--- config.mk ---
export PLATFORM = sky130hd
export DESIGN_NAME = spi_host_master_flat
export DESIGN_NICKNAME = d
export VERILOG_FILES = /design/src/rtl/spi_pkg.sv /design/src/rtl/spi_host_master_if.sv /design/src/rtl/spi_master_byte.sv /design/src/rtl/spi_host_master.sv /design/src/flat_wrapper.sv
export SDC_FILE = /design/constraint.sdc
export NUM_CORES = 1
export LEC_CHECK = 0
export BUFFER_PORTS_ARGS = -buffer_cell sky130_fd_sc_hd__buf_2
export CORE_MARGIN = 2
export CORE_UTILIZATION = 30
export DETAILED_ROUTE_END_ITERATION = 10
export PLACE_DENSITY_LB_ADDON = 0.25
export SLEW_MARGIN = 25
export SYNTH_ARGS = -nofsm -noshare
export SYNTH_HDL_FRONTEND = slang
export SYNTH_SLANG_ARGS = --single-unit
export TNS_END_PERCENT = 50
--- constraint.sdc ---
create_clock -name clock -period 2.8 [get_ports clock]
set_input_delay 0.14 -clock clock [delete_from_list [all_inputs] [get_ports clock]]
set_output_delay 0.14 -clock clock [all_outputs]
set_load 0.005 [all_outputs]
--- src/rtl/spi_pkg.sv ---
// Shared types and constants for the SUMP host-side SPI master.
package spi_pkg;

  typedef enum logic [2:0] {
    IDLE,
    BIT_LO,
    BIT_HI,
    BYTE_GAP,
    TURN,
    HOLD,
    DONE
  } spi_state_e;

  typedef struct packed {
    logic [31:0] data;
    logic [7:0]  opcode;
  } sump_cmd_t;

  localparam logic [7:0] OP_RESET       = 8'h00;
  localparam logic [7:0] OP_RUN         = 8'h01;
  localparam logic [7:0] OP_QUERY_ID    = 8'h02;
  localparam logic [7:0] OP_QUERY_META  = 8'h04;
  localparam logic [7:0] OP_QUERY_INPUT = 8'h06;

  localparam int unsigned MAX_RX = 4;

  function automatic logic [2:0] clamp_rx(input logic [2:0] n);
    return (n > 3'(MAX_RX)) ? 3'(MAX_RX) : n;
  endfunction

  function automatic int unsigned max3(input int unsigned a, input int unsigned b,
                                       input int unsigned c);
    int unsigned m;
    m = (a > b) ? a : b;
    return (m > c) ? m : c;
  endfunction

endpackage

--- src/rtl/spi_host_master_if.sv ---
// Request/response bus between a host controller and spi_host_master.
interface spi_host_master_if;
  import spi_pkg::*;

  logic        start;
  sump_cmd_t   cmd;
  logic        long_cmd;
  logic [2:0]  rx_count;
  logic        busy;
  logic        done;
  logic [31:0] rx_data;
  logic [3:0]  rx_valid;

  modport master (
    output start, cmd, long_cmd, rx_count,
    input  busy, done, rx_data, rx_valid
  );

  modport slave (
    input  start, cmd, long_cmd, rx_count,
    output busy, done, rx_data, rx_valid
  );

endinterface

--- src/rtl/spi_master_byte.sv ---
// One SPI mode-0 byte: half-period timing, MSB-first mosi shift-out and
// synchronized miso shift-in. done_c flags the final BIT_HI cycle.
module spi_master_byte
  import spi_pkg::*;
#(
  parameter int unsigned CLKDIV = 4,
  parameter int unsigned CNT_W  = 6
) (
  input  logic       clock,
  input  logic       extReset,
  input  logic       start,
  input  logic [7:0] tx_byte,
  input  logic       miso,
  output logic       sclk,
  output logic       mosi,
  output logic       done_c,
  output logic [7:0] rx_byte_c
);

  spi_state_e       phase;
  logic [CNT_W-1:0] cnt;
  logic [2:0]       bit_cnt;
  logic [7:0]       tx_sh;
  logic [7:0]       rx_sh;
  logic [1:0]       miso_sync;

  assign done_c    = (phase == BIT_HI) && (cnt == '0) && (bit_cnt == 3'd0);
  assign rx_byte_c = {rx_sh[6:0], miso_sync[1]};

  always_ff @(posedge clock) begin
    if (extReset) begin
      phase     <= IDLE;
      cnt       <= '0;
      bit_cnt   <= '0;
      tx_sh     <= '0;
      rx_sh     <= '0;
      miso_sync <= '0;
      sclk      <= 1'b0;
      mosi      <= 1'b0;
    end else begin
      miso_sync <= {miso_sync[0], miso};
      case (phase)
        IDLE: begin
          if (start) begin
            phase   <= BIT_LO;
            cnt     <= CNT_W'(CLKDIV - 1);
            bit_cnt <= 3'd7;
            mosi    <= tx_byte[7];
            tx_sh   <= {tx_byte[6:0], 1'b0};
          end
        end
        BIT_LO: begin
          if (cnt == '0) begin
            phase <= BIT_HI;
            cnt   <= CNT_W'(CLKDIV - 1);
            sclk  <= 1'b1;
          end else begin
            cnt <= cnt - CNT_W'(1);
          end
        end
        BIT_HI: begin
          if (cnt == '0) begin
            // miso is taken on the last high cycle, well after the slave's falling-edge update
            rx_sh <= rx_byte_c;
            sclk  <= 1'b0;
            if (bit_cnt == 3'd0) begin
              phase <= IDLE;
              mosi  <= 1'b0;
            end else begin
              phase   <= BIT_LO;
              cnt     <= CNT_W'(CLKDIV - 1);
              bit_cnt <= bit_cnt - 3'd1;
              mosi    <= tx_sh[7];
              tx_sh   <= {tx_sh[6:0], 1'b0};
            end
          end else begin
            cnt <= cnt - CNT_W'(1);
          end
        end
        default: phase <= IDLE;
      endcase
    end
  end

endmodule

--- src/rtl/spi_host_master.sv ---
// SUMP host-side SPI master: sends opcode (+4 data bytes), waits a turnaround,
// then reads up to four response bytes. BIT_LO here covers a whole byte in flight.
module spi_host_master
  import spi_pkg::*;
#(
  parameter int unsigned CLKDIV     = 4,
  parameter int unsigned GAP        = 8,
  parameter int unsigned TURNAROUND = 64
) (
  input  logic               clock,
  input  logic               extReset,
  spi_host_master_if.slave   host,
  output logic               sclk,
  output logic               cs,
  output logic               mosi,
  input  logic               miso
);

  localparam int unsigned CNT_MAX = max3(CLKDIV, GAP, TURNAROUND);
  localparam int unsigned CNT_W   = (CNT_MAX > 1) ? $clog2(CNT_MAX) : 1;

  spi_state_e       state;
  logic [CNT_W-1:0] cnt;
  logic [2:0]       byte_idx;
  logic             rx_phase;
  logic [39:0]      cmd_q;
  logic             long_q;
  logic [2:0]       rx_total;
  logic             busy_q;
  logic             done_q;
  logic [31:0]      rx_data_q;
  logic [3:0]       rx_valid_q;

  logic             byte_start_c;
  logic [7:0]       tx_byte_c;
  logic             byte_done_c;
  logic [7:0]       rx_byte_c;
  logic [2:0]       tx_total_c;
  logic [2:0]       next_idx_c;

  assign host.busy     = busy_q;
  assign host.done     = done_q;
  assign host.rx_data  = rx_data_q;
  assign host.rx_valid = rx_valid_q;

  assign tx_total_c = long_q ? 3'd5 : 3'd1;
  assign next_idx_c = byte_idx + 3'd1;

  // Byte engine launch aligns with the edge that moves this FSM into BIT_LO.
  always_comb begin
    byte_start_c = 1'b0;
    tx_byte_c    = 8'h00;
    if (state == IDLE) begin
      byte_start_c = host.start;
      tx_byte_c    = host.cmd.opcode;
    end else if (((state == BYTE_GAP) || (state == TURN)) && (cnt == '0)) begin
      byte_start_c = 1'b1;
      tx_byte_c    = rx_phase ? 8'h00 : cmd_q[{byte_idx, 3'b000} +: 8];
    end
  end

  spi_master_byte #(
    .CLKDIV (CLKDIV),
    .CNT_W  (CNT_W)
  ) u_byte (
    .clock     (clock),
    .extReset  (extReset),
    .start     (byte_start_c),
    .tx_byte   (tx_byte_c),
    .miso      (miso),
    .sclk      (sclk),
    .mosi      (mosi),
    .done_c    (byte_done_c),
    .rx_byte_c (rx_byte_c)
  );

  always_ff @(posedge clock) begin
    if (extReset) begin
      state      <= IDLE;
      cnt        <= '0;
      byte_idx   <= '0;
      rx_phase   <= 1'b0;
      cmd_q      <= '0;
      long_q     <= 1'b0;
      rx_total   <= '0;
      cs         <= 1'b1;
      busy_q     <= 1'b0;
      done_q     <= 1'b0;
      rx_data_q  <= '0;
      rx_valid_q <= '0;
    end else begin
      done_q <= 1'b0;
      case (state)
        IDLE: begin
          if (host.start) begin
            cmd_q      <= host.cmd;
            long_q     <= host.long_cmd;
            rx_total   <= clamp_rx(host.rx_count);
            rx_data_q  <= '0;
            rx_valid_q <= '0;
            byte_idx   <= '0;
            rx_phase   <= 1'b0;
            cs         <= 1'b0;
            busy_q     <= 1'b1;
            state      <= BIT_LO;
          end
        end
        BIT_LO: begin
          if (byte_done_c) begin
            if (rx_phase) begin
              rx_data_q[{byte_idx[1:0], 3'b000} +: 8] <= rx_byte_c;
              rx_valid_q[byte_idx[1:0]]               <= 1'b1;
            end
            if (!rx_phase && (next_idx_c < tx_total_c)) begin
              state    <= BYTE_GAP;
              cnt      <= CNT_W'(GAP - 1);
              byte_idx <= next_idx_c;
            end else if (!rx_phase && (rx_total != 3'd0)) begin
              state    <= TURN;
              cnt      <= CNT_W'(TURNAROUND - 1);
              byte_idx <= 3'd0;
              rx_phase <= 1'b1;
            end else if (rx_phase && (next_idx_c < rx_total)) begin
              state    <= BYTE_GAP;
              cnt      <= CNT_W'(GAP - 1);
              byte_idx <= next_idx_c;
            end else begin
              state <= HOLD;
              cnt   <= CNT_W'(CLKDIV - 1);
            end
          end
        end
        BYTE_GAP, TURN: begin
          if (cnt == '0) state <= BIT_LO;
          else           cnt   <= cnt - CNT_W'(1);
        end
        HOLD: begin
          if (cnt == '0) begin
            state  <= DONE;
            cs     <= 1'b1;
            busy_q <= 1'b0;
            done_q <= 1'b1;
          end else begin
            cnt <= cnt - CNT_W'(1);
          end
        end
        DONE:    state <= IDLE;
        default: state <= IDLE;
      endcase
    end
  end

endmodule
--- src/flat_wrapper.sv ---
// flat-port wrapper written by rule: the top's interface ports become plain ports
module spi_host_master_flat import spi_pkg::*;
#(
  parameter int unsigned CLKDIV     = 4,
  parameter int unsigned GAP        = 8,
  parameter int unsigned TURNAROUND = 64
)
  (clock, extReset, sclk, cs, mosi, miso, host_start, host_cmd, host_long_cmd, host_rx_count, host_busy, host_done, host_rx_data, host_rx_valid);
  spi_host_master_if host_i ();
  input  logic clock;
  input  logic extReset;
  output logic sclk;
  output logic cs;
  output logic mosi;
  input  logic miso;
  input wire logic [$bits(host_i.start)-1:0] host_start;
  input wire logic [$bits(host_i.cmd)-1:0] host_cmd;
  input wire logic [$bits(host_i.long_cmd)-1:0] host_long_cmd;
  input wire logic [$bits(host_i.rx_count)-1:0] host_rx_count;
  output wire logic [$bits(host_i.busy)-1:0] host_busy;
  output wire logic [$bits(host_i.done)-1:0] host_done;
  output wire logic [$bits(host_i.rx_data)-1:0] host_rx_data;
  output wire logic [$bits(host_i.rx_valid)-1:0] host_rx_valid;
  assign host_i.start = host_start;
  assign host_i.cmd = host_cmd;
  assign host_i.long_cmd = host_long_cmd;
  assign host_i.rx_count = host_rx_count;
  assign host_busy = host_i.busy;
  assign host_done = host_i.done;
  assign host_rx_data = host_i.rx_data;
  assign host_rx_valid = host_i.rx_valid;
  spi_host_master #(.CLKDIV(CLKDIV), .GAP(GAP), .TURNAROUND(TURNAROUND)) u_core (.clock(clock), .extReset(extReset), .host(host_i), .sclk(sclk), .cs(cs), .mosi(mosi), .miso(miso));
endmodule
* Word level (Yosys, flattened, before mapping)
Cells that the tools add are included.
** Word-level totals
- Bits in registers :: 127
- Bits of input ports :: 48
- Output and inout bits :: 41
- Word-level logic and storage cells :: 166
** Cells by class
- $add $sub $neg :: 5
- $lt $le $gt $ge :: 5
- Equal/unequal tests :: 20
- Shift operators :: 3
- Multiplexer cells :: 74
- Bitwise logic cells :: 2
- Reduce and logical (&&, ||, !) cells :: 37
** Operator list (count)
- $mux W32 :: 3
- $pmux W32 S2 :: 1
- $mux W3 :: 21
- $mux W6 :: 8
- $mux W8 :: 6
- $shiftx A40 B7 Y8 :: 1
- $bwmux W32 :: 1
- $shift A8 B7 Y32 const A :: 1
- $shiftx A8 B7 Y32 :: 1
- $pmux W6 S3 :: 1
- $reduce_and A3 Y1 :: 6
- $mux W1 :: 17
- $pmux W8 S2 :: 1
- $reduce_and A4 Y1 :: 4
- $ne A2 B1 Y1 const B :: 7
- $logic_not A6 Y1 :: 2
- $mux W4 :: 3
- $pmux W3 S2 :: 2
- $pmux W3 S4 :: 1
- $pmux W6 S2 :: 1
- $sub A6 B1 Y6 const B :: 2
- $ne A2 B2 Y1 const B :: 5
- $pmux W1 S2 :: 5
- $reduce_bool A2 Y1 :: 5
- other kinds (26) :: 41

* Longest topological paths before layout
- Word-level depth :: 8
- Mapped depth :: 9

* By module
Synthesis repeated with hierarchy kept, for this count alone.
** Unflattened totals
- Cell total of the unflattened synthesis :: 678
- Area total of the unflattened synthesis :: 5781.8 µm²
** By module, submodules not included
- spi_host_master :: times used 1, cells each 506, area an instance 4267.8 µm², seq. area each 1921.8 µm²
- spi_master_byte :: times used 1, cells each 172, area an instance 1514.0 µm², seq. area each 580.6 µm²

* Worst setup path after synthesis
OpenSTA, ideal clock, no wires.
- Path type :: register to register
- From :: register u_core.byte_idx[1]
- To :: register u_core.byte_idx[0]
- Setup time :: 0.060 ns
- Arrival time :: 2.804 ns
- Data required time :: 2.740 ns
- Setup slack :: -0.064 ns
- Stages on the path, launching flop included :: 10
- Buffers on the path :: 2
- Cell sequence :: dfxtp_1 > buf_2 > buf_1 > inv_1 > ha_1 > nand2b_1 > a211oi_1 > o21ai_0 > a2111oi_0 > a31o_1
** Between the ends
- Cells in the longest elaborated chain, start to end :: 6
** Ends and longest elaborated chain
- start: declaration :: line spi_host_master.sv:24 : logic [2:0] byte_idx;
- start signal: assignment :: line spi_host_master.sv:117 : byte_idx <= next_idx_c;
- start signal: assignment :: line spi_host_master.sv:126 : byte_idx <= next_idx_c;
- $add A3 B1 Y3 * :: line spi_host_master.sv:47 : assign next_idx_c = byte_idx + 3'd1;
- $lt A3 B3 Y1 :: line spi_host_master.sv:114 : if (!rx_phase && (next_idx_c < tx_total_c)) begin
- $logic_and A1 B1 Y1 :: line spi_host_master.sv:114
- $mux W3 :: line spi_host_master.sv:114
- $mux W3 :: line spi_host_master.sv:109 : if (byte_done_c) begin
- $pmux W3 S2 :: line spi_host_master.sv:93 : case (state)
Every way passes the cells marked *; elsewhere a longest branch is shown, timed or not. The select of a mux whose other input is x is not followed.
A chain may end at the register's enable or synchronous reset.

* Worst setup path in the final report
- From :: register u_core.byte_idx[0]
- To :: register u_core.byte_idx[0]
** Between the ends
- Cells in the longest elaborated chain, start to end :: 6
** Ends and longest elaborated chain (line)
- $add A3 B1 Y3 * :: spi_host_master.sv:47
- $lt A3 B3 Y1 / $mux W3 (equally long branches) :: spi_host_master.sv:114, spi_host_master.sv:123
- $logic_and A1 B1 Y1 / $mux W3 (equally long branches) :: spi_host_master.sv:114, spi_host_master.sv:118
- $mux W3 :: spi_host_master.sv:114
- $mux W3 :: spi_host_master.sv:109
- $pmux W3 S2 :: spi_host_master.sv:93
Marked as above.

==> impl_metrics.ini <==
[yosys]
synth_sequential_area_ratio_pct = 44.13
post_synth_edffs = 0
synth_area_leader_cell = dfxtp_1
post_synth_main_area_contributors = dfxtp_1 (44%), nand2_1 (7.6%), a21oi_1 (5.8%)
yosys_warns = 0
postSynth.topFlopCell = dfxtp_1
yosysTopAreaCellShare_pct = 44.13
synth_fp_nets = 709
synthesis.area_per_instance_sq_um = 8.791
ys_ff_latch = 125
syn-instance-count = 645
asyncSetResetFlopFracSynth_pct = 0
syn_area_sq_mm = 0.005670
synth_cell_type_count = 70

[cts]
cts_sinks = 125
numCtsBuffers = 17
clockRootBuffer = clkbuf_16
h-tree-depth = 4
worstSkewPairLatency_ns = 0.42
ctsResizeCount = 0
worst_setup_hold_path_clk_slew_ns = 0.06
cts_buffer_depth = 2
cts_tree = yes

[timing]
period_minus_slack_ns = 2.460
final_hold_viol_count = 0
setup_viol_count_final = 0
slew-limit-headroom_pct = 50.34
tightest_slew_ns = 0.7448
drv_slew = 0
setup_total_negative_slack_ns = 0
post-route-period-util_pct = 87.84
skew_ns = 0.01035
grt_setup_unrepaired = no
fmax_mhz = 406.6

[pwr]
power.switching_fraction_pct = 35.70
power.share.clock_pct = 33.3
cell_pwr_density_mw_per_mm2 = 953.9
power.net_switching_mw = 2.558
seqPwrFrac_pct = 32.6
irDropWorstVdd_mv = 0.5088
totalPowerFinal_mw = 7.165
power_frac_comb_pct = 34.2
total_leakage_power_nw = 3.032
cell_internal_pwr_mw = 4.607

[setup_path]
crit_family = compound AO/OA/AOI/OAI gates
rrSetupSlack_ns = 0.34
type_of_origin_of_the_critical_path = flop
path_common_cell = ha_1
critical_path.endpoint_type = flop
crit_cells = 8
worst_path_required_time_ns = 3.11
path_cells = ha_1 > xor2_1 > ha_1 > a21bo_2 > o2111a_1 > o31ai_1 > a2111oi_0 > a31o_1
critPathArrivalTime_ns = 2.77
cp_max_delay_cell = o31ai_1
cpPeakStageDelay_ns = 0.40
reg2regPathDepth = 8
worst-path-buf-inv = 0
critPathMaxFanout = 7
timing_worst_setup_path_type = flop to flop

[cells_and_area]
antennaDiodeCount = 0
nFillCells = 1885
most-common-layout-cells = dfxtp_1 (125), nand2_1 (114), buf_2 (88)
layout.nets = 845
most_frequent_standard_cell_in_the_layout_excluding_fill_and_tap_cells = dfxtp_1
syn_to_final_growth_pct = 32.46
ratio_of_cells_with_drive_above_1_in_the_final_layout_pct = 21.79

[route]
vias_post_dr = 5118
drt_wl_total_mm = 15.55
wl_per_cell_um = 15.13
first_pass_iters = 4
first_iter_violations = 293
detail_route.drc_violations = 0
via_per_inst = 4.979
number_of_routed_nets_with_antenna_violations = 0

[global_route]
grt_start_max_net_pins = 49
grtUsageTotal_pct = 15.72
grt_antenna_before_repair = 0
grt_pass1_vias = 4751
grt_pass1_wl_mm = 24.85
overflow = 0

[placed_design]
dp.final_hpwl_mm = 10.74
portBuffers = 88
place_congestion = 0.7799

[die]
initial_utilization_pct = 30.42
boundaryPins = 89
rows = 50
fp.dieArea_sq_mm = 0.02002
floorplan.die.width_um = 141.5
chipHeight_um = 141.5
core_region_area_sq_mm = 0.01864

[hold_path]
hold-path-cell-count = 4
hold_path.class = primary input to flop

[outcome]
run_status = complete, no violations

[flow_run]
timing.max_cap.violations = 0
stage by stage:
| stage | util (%) | area, sq um | hold slack, ns | cells | setup WS [ns] |
|---|---|---|---|---|---|
| floorplan | - | 5672 | 0.2682 | 645 | 0.1444 |
| global placement | 34.34 | 6402 | 0.3635 | 950 | 0.3982 |
| detailed placement | 34.34 | 6402 | 0.3643 | 950 | 0.3668 |
| CTS | 40.26 | 7505 | 0.1306 | 1028 | 0.3504 |
| global route | 40.29 | 7511 | 0.1841 | 1028 | 0.1364 |
| finish | 40.29 | 7511 | 0.1541 | 1028 | 0.3405 |
area by class of cell:
type	count	area, sq um	share of cell area, %
clock buffers	19	452.9	6.030
clock inverters	13	188.9	2.515
inverters	27	101.3	1.349
multi-input cells	457	2929	39.00
flip-flops and latches	125	2502	33.32
well taps	234	292.8	3.898
repair buffers	153	1044	13.89
state kept, by name, summed over array words and instances, names as in the netlist:
name and flops:
u_core.rx_total 3, u_core.host.busy 1, u_core.u_byte.rx_sh 7, u_core.host.rx_data 32, u_core.host.done 1, u_core.long_q 1
u_core.cs 1, u_core.cmd_q 40, u_core.state 3, u_core.u_byte.sclk 1, u_core.u_byte.cnt 6, u_core.cnt 6
u_core.rx_phase 1, u_core.u_byte.phase 2, u_core.u_byte.mosi 1, u_core.u_byte.miso_sync 2, u_core.u_byte.tx_sh 7, u_core.u_byte.bit_cnt 3
u_core.host.rx_valid 4, u_core.byte_idx 3
power by group through the flow:
| stage | Clock (mW) | Combinational [mW] | Sequential (mW) |
|---|---|---|---|
| finish | 2.39 | 2.45 | 2.33 |
| detailed placement | 0 | 2.39 | 2.37 |
| CTS | 2.44 | 2.45 | 2.33 |
| floorplan | 0 | 1.83 | 2.27 |
| global route | 2.52 | 2.72 | 2.37 |
| global placement | 0 | 2.40 | 2.37 |
cell families after synthesis:
| group | count (synthesis) | synth area share, % |
|---|---|---|
| AO/OA/AOI/OAI | 190 | 24.05 |
| AND/OR/NAND/NOR | 222 | 18.60 |
| buffers and inverters | 63 | 4.369 |
| adder cells (fa/ha/maj) | 16 | 3.530 |
| flip-flops | 125 | 44.13 |
| multiplexers | 28 | 5.163 |
| XOR/XNOR | 1 | 0.1545 |
routing by layer:
metal	vias to the layer above	global-route usage, %	wire (um)
li1	2632	-	-
met1	2337	21.15	7527
met2	131	24.86	7043
met3	18	3.510	765
met4	0	5.579	218
met5	-	0	0
synth_stat cells, types with 5 or more instances:
master     number
mux2i_1        18
a221oi_1        6
clkbuf_1       22
dfxtp_1       125
buf_1           5
a22o_1         24
o32ai_1         7
nor2b_1         7
buf_2           9
nor2_1         32
nand2b_1        5
ha_1           16
nand3_1        16
mux2_2         10
nor3_1         13
a21oi_1        66
nand2_1       115
o2111ai_1       7
o21ai_0        21
a31oi_1         9
inv_1          25
tightest hold or removal path, cell delays in order:
cell and delay, ns:
buf_2 0.12, nor4_1 0.07, nor3_1 0.13, nor3_1 0.06
what timing repair did:
action	CTS	global route
hold buffers	46	0
setup buffers	0	0
endpoints found under the hold margin	45	0
worst paths after layout:
path | from | to
worst min-delay path | host_start | u_core.state[2]
worst min register to register | u_core.u_byte.miso_sync[0] | u_core.u_byte.miso_sync[1]
worst max register to register | u_core.byte_idx[0] | u_core.byte_idx[0]
worst max-delay path | u_core.byte_idx[0] | u_core.byte_idx[0]
Power figures use the tool's default switching activity.
